### config.mk
export PLATFORM = sky130hd
export DESIGN_NAME = uart_cmd_master
export DESIGN_NICKNAME = d
export VERILOG_FILES = /design/src/rtl/uart_cmd_master.sv
export SDC_FILE = /design/constraint.sdc
export NUM_CORES = 1
export LEC_CHECK = 0
export CORE_UTILIZATION = 40
export CTS_CLUSTER_DIAMETER = 200
export DETAILED_ROUTE_END_ITERATION = 10
export PLACE_DENSITY = 0.7
export SYNTH_ARGS = -nofsm -noshare
export SYNTH_HDL_FRONTEND = slang
export SYNTH_SLANG_ARGS = --single-unit
### constraint.sdc
create_clock -name i_clk -period 1.87 [get_ports i_clk]
set_clock_uncertainty 0.2 [all_clocks]
set_input_delay 0.374 -clock i_clk [delete_from_list [all_inputs] [get_ports i_clk]]
set_output_delay 0.374 -clock i_clk [all_outputs]
set_load 0.01 [all_outputs]
### src/rtl/uart_cmd_master.sv
// ---------------------------------------------------------------------------
// uart_cmd_master
//
// Byte-level command initiator for the uart_regs register port. It pops
// command bytes from the RX FIFO and turns them into single-cycle register
// read or write strobes. Read results are pushed back into the TX FIFO.
//
// Command byte:  bit7 = 1 write / 0 read, bits[6:3] must be zero,
//                bits[2:0] register address.
// A write command is followed by exactly one data byte.
//
// Optional feature macro: UART_CMD_ACK_EN
//   defined   - every completed write pushes ACK_BYTE into the TX FIFO
//   undefined - writes produce no TX traffic (ACK state not built)
//
// Parameters:
//   TIMEOUT_CYCLES  max GET_DATA cycles spent waiting for a write data byte (>= 2)
//   ACK_BYTE        byte pushed after a completed write (ACK build only)
//
// Ports:
//   i_clk         clock, rising edge
//   i_rst_n       asynchronous active-low reset
//   i_rx_fifo_e   RX FIFO empty
//   i_rx_data     RX FIFO head byte (first-word-fall-through)
//   o_rx_rd       RX pop strobe
//   i_tx_fifo_f   TX FIFO full
//   o_tx_data     byte presented to the TX FIFO
//   o_tx_wr       TX push strobe
//   o_rwaddr      register address to uart_regs
//   o_write_data  register write data to uart_regs
//   o_rd_req      register read strobe
//   o_wr_req      register write strobe
//   i_read_data   register read data, valid the cycle after o_rd_req
//   o_busy        high whenever the FSM is not idle
//   o_cmd_err     one-cycle pulse on a malformed command or data timeout
// ---------------------------------------------------------------------------
module uart_cmd_master #(
    parameter int unsigned TIMEOUT_CYCLES = 50000,
    parameter logic [7:0]  ACK_BYTE       = 8'hA5
) (
    input  logic       i_clk,
    input  logic       i_rst_n,
    input  logic       i_rx_fifo_e,
    input  logic [7:0] i_rx_data,
    output logic       o_rx_rd,
    input  logic       i_tx_fifo_f,
    output logic [7:0] o_tx_data,
    output logic       o_tx_wr,
    output logic [2:0] o_rwaddr,
    output logic [7:0] o_write_data,
    output logic       o_rd_req,
    output logic       o_wr_req,
    input  logic [7:0] i_read_data,
    output logic       o_busy,
    output logic       o_cmd_err
);

    localparam int unsigned      CNT_W    = $clog2(TIMEOUT_CYCLES);
    localparam logic [CNT_W-1:0] CNT_LAST = CNT_W'(TIMEOUT_CYCLES - 1);

    typedef enum logic [2:0] {
        IDLE     = 3'd0,
        GET_DATA = 3'd1,
        WR       = 3'd2,
        RD       = 3'd3,
        RD_CAP   = 3'd4,
        TX       = 3'd5
`ifdef UART_CMD_ACK_EN
        ,
        ACK      = 3'd6
`endif
    } state_t;

    state_t           state_q;
    state_t           state_d;
    logic [CNT_W-1:0] cnt_q;
    logic [2:0]       rwaddr_q;
    logic [7:0]       wdata_q;
    logic [7:0]       tx_data_q;

    logic rx_avail;
    logic cmd_bad;
    logic timeout_hit;
    logic push_state;

    assign rx_avail    = !i_rx_fifo_e;
    assign cmd_bad     = |i_rx_data[6:3];
    assign timeout_hit = (cnt_q == CNT_LAST);

`ifdef UART_CMD_ACK_EN
    assign push_state  = (state_q == TX) || (state_q == ACK);
`else
    assign push_state  = (state_q == TX);
    // ACK_BYTE has no consumer when the ACK state is not built.
    logic unused_ack_byte;
    assign unused_ack_byte = ^ACK_BYTE;
`endif

    // ---- state register ----
    always_ff @(posedge i_clk or negedge i_rst_n) begin
        if (!i_rst_n) begin
            state_q <= IDLE;
        end else begin
            state_q <= state_d;
        end
    end

    // ---- next-state logic ----
    always_comb begin
        state_d = state_q;
        case (state_q)
            IDLE: begin
                if (rx_avail && !cmd_bad) begin
                    state_d = i_rx_data[7] ? GET_DATA : RD;
                end
            end
            GET_DATA: begin
                // An arriving data byte wins over a simultaneous timeout.
                if (rx_avail) begin
                    state_d = WR;
                end else if (timeout_hit) begin
                    state_d = IDLE;
                end
            end
            WR: begin
`ifdef UART_CMD_ACK_EN
                state_d = ACK;
`else
                state_d = IDLE;
`endif
            end
            RD:     state_d = RD_CAP;
            RD_CAP: state_d = TX;
            TX: begin
                if (!i_tx_fifo_f) begin
                    state_d = IDLE;
                end
            end
`ifdef UART_CMD_ACK_EN
            ACK: begin
                if (!i_tx_fifo_f) begin
                    state_d = IDLE;
                end
            end
`endif
            default: state_d = IDLE;
        endcase
    end

    // ---- output decode ----
    // The input-dependent strobes are gated by reset so that every output
    // reads zero while reset is held, regardless of the FIFO flags.
    always_comb begin
        o_rx_rd   = 1'b0;
        o_cmd_err = 1'b0;
        o_rd_req  = 1'b0;
        o_wr_req  = 1'b0;
        o_tx_wr   = 1'b0;
        o_busy    = 1'b0;
        if (i_rst_n) begin
            o_rx_rd   = ((state_q == IDLE) || (state_q == GET_DATA)) && rx_avail;
            o_cmd_err = ((state_q == IDLE) && rx_avail && cmd_bad) ||
                        ((state_q == GET_DATA) && !rx_avail && timeout_hit);
        end
        o_rd_req = (state_q == RD);
        o_wr_req = (state_q == WR);
        o_tx_wr  = push_state && !i_tx_fifo_f;
        o_busy   = (state_q != IDLE);
    end

    // ---- command / data / timeout registers ----
    always_ff @(posedge i_clk or negedge i_rst_n) begin
        if (!i_rst_n) begin
            cnt_q     <= '0;
            rwaddr_q  <= 3'd0;
            wdata_q   <= 8'd0;
            tx_data_q <= 8'd0;
        end else begin
            // Counts empty cycles spent in GET_DATA; any other state clears
            // it, so every entry into GET_DATA starts from zero.
            if ((state_q == GET_DATA) && !rx_avail) begin
                cnt_q <= cnt_q + CNT_W'(1);
            end else begin
                cnt_q <= '0;
            end

            if ((state_q == IDLE) && rx_avail && !cmd_bad) begin
                rwaddr_q <= i_rx_data[2:0];
            end

            if ((state_q == GET_DATA) && rx_avail) begin
                wdata_q <= i_rx_data;
            end

            if (state_q == RD_CAP) begin
                tx_data_q <= i_read_data;
            end
`ifdef UART_CMD_ACK_EN
            // Load the acknowledge byte as the FSM enters ACK.
            if (state_q == WR) begin
                tx_data_q <= ACK_BYTE;
            end
`endif
        end
    end

    assign o_rwaddr     = rwaddr_q;
    assign o_write_data = wdata_q;
    assign o_tx_data    = tx_data_q;

endmodule
# Yosys cells after proc, flatten, opt, wreduce, memory -nomap -nowiden
# Cells that the tools add are included.
# totals
ff_bits	38
input_bits	20
output_inout_bits	25
elab_cells	42
# classes
addsub	1
n_eq_ne	9
n_mux	9
n_reduce_logical	18
# op_table
cell	count
adder 16 x 1 -> 16 bit (second input constant)	1
== test 16 bit (second input constant)	1
2-to-1 mux 16 bit	1
one-hot mux 3 bit (5 select lines)	1
2-to-1 mux 3 bit	4
logical AND 1 bit	9
== test 3 x 2 -> 1 bit (second input constant)	2
== test 3 bit (second input constant)	2
!= test 2 bit (second input constant)	2
OR reduction 4 bit	1
== test 3 x 1 -> 1 bit (second input constant)	1
zero test 1 bit	3
zero test 3 bit	1
!= test 3 bit (second input constant)	1
AND reduction 3 bit	1
nonzero test 3 bit	1
logical OR 1 bit	2
2-to-1 mux 1 bit	2
2-to-1 mux 2 bit	1

# Depth between registers and ports, before layout
# Gate-level depths: netlist of run 1.
# depth
ltp_word	5
depth_mapped	5

# Least setup slack after synthesis of run 1
# Ideal clock, no wire load.
# synth_timing
path_kind	register to output
start	register cnt_q[10]
end	output o_cmd_err
t_arrival_ns	1.401
required_ns	1.296
path_slack_ns	-0.105
stages_incl_launch_ff	4
cell_sequence	dfrtp_1 -> or4_1 -> nor4_1 -> a31o_2
# synth_between
elab_chain_len	4
# synth_lines
element	line_no	source
start: declaration	76	logic [CNT_W-1:0] cnt_q;
start signal: assignment	182	cnt_q <= cnt_q + CNT_W'(1);
== test 16 bit	88	assign timeout_hit = (cnt_q == CNT_LAST);
logical AND 1 bit	163	((state_q == GET_DATA) && !rx_avail && timeout_hit);
logical OR 1 bit	162	o_cmd_err = ((state_q == IDLE) && rx_avail && cmd_bad) ||
2-to-1 mux 1 bit	160	if (i_rst_n) begin
end: declaration	55	output logic o_cmd_err
# Every way passes these cells.

# Final worst setup path of run 1
# layout_timing
start	register cnt_q[11]
end	output o_cmd_err
# The elaborated chain is that of the path after synthesis.

==> run_results.csv, run 1 <==
group,metric,value,unit
finish,area_delta_synth_final,58.2,%
placed_design,place_ws,-775,ps
global_route,grt_max_degree,36,
logic_synthesis,ys_seq_elements,38,
logic_synthesis,synth_top_area_frac,0.527,
drt,drtIter0Drc,54,
cts,cts_buffers,5,
pwr,pwr_density_cell,1290,nW/um^2
finish,final_area,2850,um^2
cts,cts_tree,"yes",
floorplanning,start_util,0.414,
finish,drive_gt1_frac,0.401,
finish,diodes,0,
sta,worst_pin_slew,455,ps
global_route,busiest_layer,"met2",
finish,post-route-util,0.655,
drt,viasPerCell,5.41,
sta,setup_slack,-534,ps
global_route,antenna_found_initial,0,
sta,report.final.slew_viol_count,0,
logic_synthesis,synthFlopType,"dfrtp_1",
floorplanning,die_width,69.1,um
worst_setup_path,crit_arrival,1830,ps
drt,drtPass1Iterations,4,
drt,wire_per_inst,15.6,um
sta,period_minus_slack,2400,ps
pwr,ir_drop,0.000764,V
status,outcome,"finished with violations",
logic_synthesis,synthArstFlopShare,1.00,
sta,finalSetupViolCount,5,
placed_design,dpl.hpwl,3190,um
worst_setup_path,timing.rr.end,"o_rwaddr[0]",
logic_synthesis,avgSynthCellArea,11.9,um^2
logic_synthesis,syn_inst,152,
placed_design,place.gp.congestion,0.754,
cts,clk_latency,290,ps
logic_synthesis,yosysSeqAreaShare,0.527,
logic_synthesis,yosys_warnings,0,
global_route,grt_pass1_wl,7610,um
logic_synthesis,ys_types,38,
global_route,use_met2,0.343,
floorplanning,core_area,4350,um^2
global_route,grt-ovfl-total,0,
finish,layout.nets,262,
worst_setup_path,reg2reg_slack,30,ps
run,cap_viol_max_count,0,
logic_synthesis,synth_area_leaders,"dfrtp_1, mux2_2, or4_1",
drt,drc,0,
floorplanning,ios,45,
status,failed_checks,"hold timing, setup timing",
sta,max_freq,416,MHz
cts,cts_root_buf,"clkbuf_8",
worst_hold_path,hold_class,"in -> async",
sta,whs,-12.8,ps
floorplanning,die_h,69.1,um
worst_setup_path,worstReg2RegStart,"state_q[1]",
global_route,grtUsageTotal,0.201,
floorplanning,die_area,4780,um^2
worst_setup_path,rr_worst_depth,4,
drt,drt.antenna.violating_nets,0,
pwr,total_power,3.68,mW
pwr,p_leak,1.20,nW
sta,relSlewSlack,0.697,
worst_setup_path,critPathCaptureType,"output port",
global_route,globalRouteMet1Util,0.236,
global_route,grt_pass1_vias,1658,
cts,cts.htree.levels,2,
logic_synthesis,synth-edff-count,0,
cts,cts.reportedPaths.clkPinSlew,80,ps
sta,fin_crit_sh,1.29,
placed_design,port_buffers,44,
logic_synthesis,synth.largest_area_cell,"dfrtp_1",
worst_setup_path,endpoint,"o_cmd_err",
worst_setup_path,startpoint_type,"flip-flop",
placed_design,place_area,2530,um^2
floorplanning,rows,24,
drt,drt_wl_total,4580,um
worst_setup_path,cp-startpoint,"cnt_q[11]",
worst_setup_path,critPathMaxFanout,2,
worst_setup_path,critPathKind,"reg -> out",
sta,hold_viol_final,33,
logic_synthesis,synth_nets,173,
sta,rsz0062_at_grt,"yes",
drt,vias,1592,
global_route,use_met3,0.0658,
cts,cts_max_path_buffers,2,
worst_setup_path,cp.required,1300,ps
cts,clock-sinks,38,
logic_synthesis,syn_area,1800,um^2
==> cells in the mapped netlist, types with 2 or more instances <==
| master | n |
|---|---|
| a21oi_1 | 8 |
| o21ai_0 | 4 |
| inv_1 | 3 |
| nor4b_1 | 2 |
| nor2_1 | 8 |
| o31ai_1 | 4 |
| mux2i_1 | 3 |
| buf_6 | 2 |
| nor4_1 | 5 |
| or3_1 | 5 |
| clkbuf_1 | 2 |
| nand3_1 | 5 |
| nand2b_1 | 3 |
| o22ai_1 | 2 |
| xnor2_1 | 2 |
| dfrtp_1 | 38 |
| buf_2 | 3 |
| nand2_1 | 7 |
| mux2_2 | 19 |
| or4_1 | 6 |
| nand4_1 | 4 |
==> cell families after synthesis <==
family,after synthesis,share of synthesized area
AO/OA/AOI/OAI,21,0.0708
XOR/XNOR,3,0.0146
adder cells (fa/ha/maj),1,0.00694
buffers and inverters,11,0.0354
flip-flops,38,0.527
multiplexers,22,0.135
AND/OR/NAND/NOR,56,0.210
==> final cells by class <==
class                           count  area, um^2
Clock buffer                        5        68.8
Clock inverter                      3        68.8
Timing Repair Buffer               90         798
Tap cell                           52        65.1
Multi-Input combinational cell    103         890
Inverter                            3        11.3
Fill cell                         310        1500
Sequential cell                    38         951
==> per-stage QoR <==
step	hold slack [ps]	instances	setup TNS [ps]
4_1_cts	2.79	285	-590
2_1_floorplan	-122	152	-57.9
3_3_place_gp	125	275	-5430
5_1_grt	32.3	294	-1230
3_5_place_dp	139	275	-5840
6_report	-12.8	294	-894
==> per-layer routing <==
| layer | part of all wire | vias to the layer above |
|---|---|---|
| met5 | 0 | - |
| met4 | 0.011 | 0 |
| met3 | 0.062 | 6 |
| met2 | 0.51 | 55 |
| met1 | 0.42 | 784 |
| li1 | - | 747 |
==> placed cells by master, fill, tap and decap left out, types with 4 or more instances in the layout <==
cell type / count
dfrtp_1: 38
buf_4: 35
clkdlybuf4s50_1: 32
mux2_2: 16
buf_6: 11
nor2_1: 8
a21oi_1: 7
nand2_1: 6
buf_2: 6
clkbuf_8: 5
nand4_1: 4
nor4_1: 4
o31ai_1: 4
or4_1: 4
nand3_1: 4
o21ai_0: 4
or3_1: 4
==> repair_timing <==
item,in CTS,in global routing
pin swaps,7,7
hold buffers,1,0
buffers inserted,1,9
setup endpoints to repair,9,13
resized for setup,47,18
hold endpoints to repair,3,0
==> critical path: stages (launching register included) <==
cell     delay, ps
dfrtp_1        390
or4_4          550
nor4_4         280
a31o_2         220
buf_6          100
==> worst min path at each step <==
stage	cells after the start	endpoint	slack, ps	from
detailed placement	2	o_write_data[5]	140	i_rst_n
CTS	2	cnt_q[11]	3	i_rst_n
finish	2	cnt_q[12]	-10	i_rst_n
floorplan	0	cnt_q[0]	-120	i_rst_n
global placement	2	o_write_data[6]	130	i_rst_n
global route	2	state_q[2]	30	i_rst_n
==> where the power goes <==
| part | internal [mW] | switching [mW] |
|---|---|---|
| logic | 1.03 | 0.631 |
| clock network | 0.534 | 0.295 |
| registers | 1.06 | 0.136 |
| total | 2.62 | 1.06 |
==> flip-flops by register name, summed over array words and instances (netlist names) <==
signal and cells:
cnt_q 16, o_rwaddr 3, o_tx_data 8, o_write_data 8, state_q 3
No activity file was read; power rests on OpenSTA's default activity.
==> run 2, diff against run 1 <==
Settings changed: SLEW_MARGIN set to 10.
==> results of run 2 <==
No change in the layout: final DEF, timing and power equal those of run 1.
==> run 3, diff against run 2 <==
Settings changed: HOLD_SLACK_MARGIN set to 0.1.
==> run 3 against run 2 <==
The flow finishes with violations (setup timing). Largest power group unchanged. Critical path depth is the same. Total power grew 0.13%. Design area is the same. Sequential share of layout area is the same. Via count grew 0.13%. Worst hold slack gained 240 ps.
==> run_results.csv, run 3 (synthesis results as in run 1) <==
group,metric,value,unit
placed_design,place_ws,-775,ps
worst_setup_path,cp.required,1300,ps
sta,setup_slack,-536,ps
sta,hold_viol_final,0,
drt,drt_wl_total,4590,um
pwr,ir_drop,0.000766,V
cts,cts_buffers,5,
pwr,p_leak,1.20,nW
floorplanning,die_h,69.1,um
sta,finalSetupViolCount,5,
finish,drive_gt1_frac,0.401,
placed_design,port_buffers,44,
pwr,pwr_density_cell,1290,nW/um^2
floorplanning,die_area,4780,um^2
cts,cts.reportedPaths.clkPinSlew,80,ps
cts,cts_max_path_buffers,2,
worst_hold_path,hold_class,"in -> reg",
drt,drc,0,
sta,rsz0062_at_grt,"yes",
global_route,grt_max_degree,36,
cts,clock-sinks,38,
drt,vias,1594,
floorplanning,die_width,69.1,um
floorplanning,ios,45,
status,outcome,"finished with violations",
worst_setup_path,critPathCaptureType,"output port",
sta,report.final.slew_viol_count,0,
cts,clk_latency,290,ps
worst_setup_path,crit_arrival,1830,ps
sta,relSlewSlack,0.697,
finish,final_cell_mix,"dfrtp_1, buf_4, clkdlybuf4s50_1",
sta,setup-tns-final,-893,ps
finish,top_register,"cnt_q",
finish,largest_reg_flops,16,
cts,cts_root_buf,"clkbuf_8",
run,cap_viol_max_count,0,
global_route,antenna_found_initial,0,
floorplanning,rows,24,
worst_setup_path,startpoint_type,"flip-flop",
placed_design,dpl.hpwl,3190,um
cts,cts.htree.levels,2,
drt,drtPass1Iterations,4,
drt,wire_per_inst,15.6,um
floorplanning,start_util,0.414,
global_route,grtUsageTotal,0.201,
drt,drt.antenna.violating_nets,0,
worst_setup_path,critPathMaxFanout,2,
finish,area_delta_synth_final,58.2,%
global_route,grt_pass1_wl,7610,um
finish,diodes,0,
global_route,grt_pass1_vias,1654,
placed_design,place.gp.congestion,0.754,
sta,period_minus_slack,2410,ps
worst_setup_path,critPathKind,"reg -> out",
finish,layout_commonest_cell,"dfrtp_1",
sta,whs,227,ps
drt,viasPerCell,5.42,
sta,fin_crit_sh,1.29,
global_route,grt-ovfl-total,0,
status,failed_checks,"setup timing",
cts,cts_tree,"yes",
worst_setup_path,reg2reg_slack,40,ps
floorplanning,core_area,4350,um^2
drt,drtIter0Drc,58,
sta,max_freq,416,MHz
sta,worst_pin_slew,454,ps
finish,layout.nets,262,
==> run 3: cell counts in the layout (fill, tap and decap cells not counted) <==
No cell type changed its count.
==> run 3: cell type report <==
type / count / area [um^2]
clock buffers: 5 / 68.8
fillers: 310 / 1500
flip-flops and latches: 38 / 951
inverters: 3 / 11.3
multi-input cells: 103 / 890
repair buffers: 90 / 798
well taps: 52 / 65.1
clock inverters: 3 / 68.8
==> run 3: path summary, 6_finish.rpt <==
kind	start	to	depth (start not counted)
max	cnt_q[11]	o_cmd_err	4
min	i_rx_data[5]	o_write_data[5]	3
max reg2reg	state_q[1]	o_rwaddr[0]	4
min reg2reg	o_tx_data[6]	o_tx_data[6]	1
max in group asynchronous	i_rst_n	state_q[1]	3
min in group asynchronous	i_rst_n	o_write_data[5]	3
==> run 3: where the power goes <==
part / switching [mW] / internal (mW)
combinational: 0.631 / 1.03
sequential: 0.136 / 1.06
clock: 0.300 / 0.534
==> run 3: critical path, cell delays in order, from the launching register on <==
cell and delay (ps):
dfrtp_1 390, or4_4 550, nor4_4 280, a31o_2 220, buf_6 100
==> run 3: timing repair <==
item	in CTS	in global routing
gates resized for setup	47	18
hold buffers	1	0
pin swaps	7	7
cloned	0	0
endpoints found under the setup margin	9	13
endpoints found under the hold margin	38	0
buffers inserted	1	9
==> run 3: per-stage QoR <==
stage / instance area [um^2] / power [mW] / cells / util
2_1_floorplan: 1820 / 1.88 / 152 / -
3_3_place_gp: 2530 / 2.55 / 275 / 0.580
3_5_place_dp: 2530 / 2.58 / 275 / 0.580
4_1_cts: 2720 / 3.49 / 285 / 0.625
5_1_grt: 2850 / 3.88 / 294 / 0.655
6_report: 2850 / 3.69 / 294 / 0.655
==> run 3: per-layer routing <==
layer	track usage	wire (um)	up-vias
li1	-	-	746
met1	0.237	1970	792
met2	0.342	2300	50
met3	0.0658	257	6
met4	0.0726	52	0
met5	0	0	-
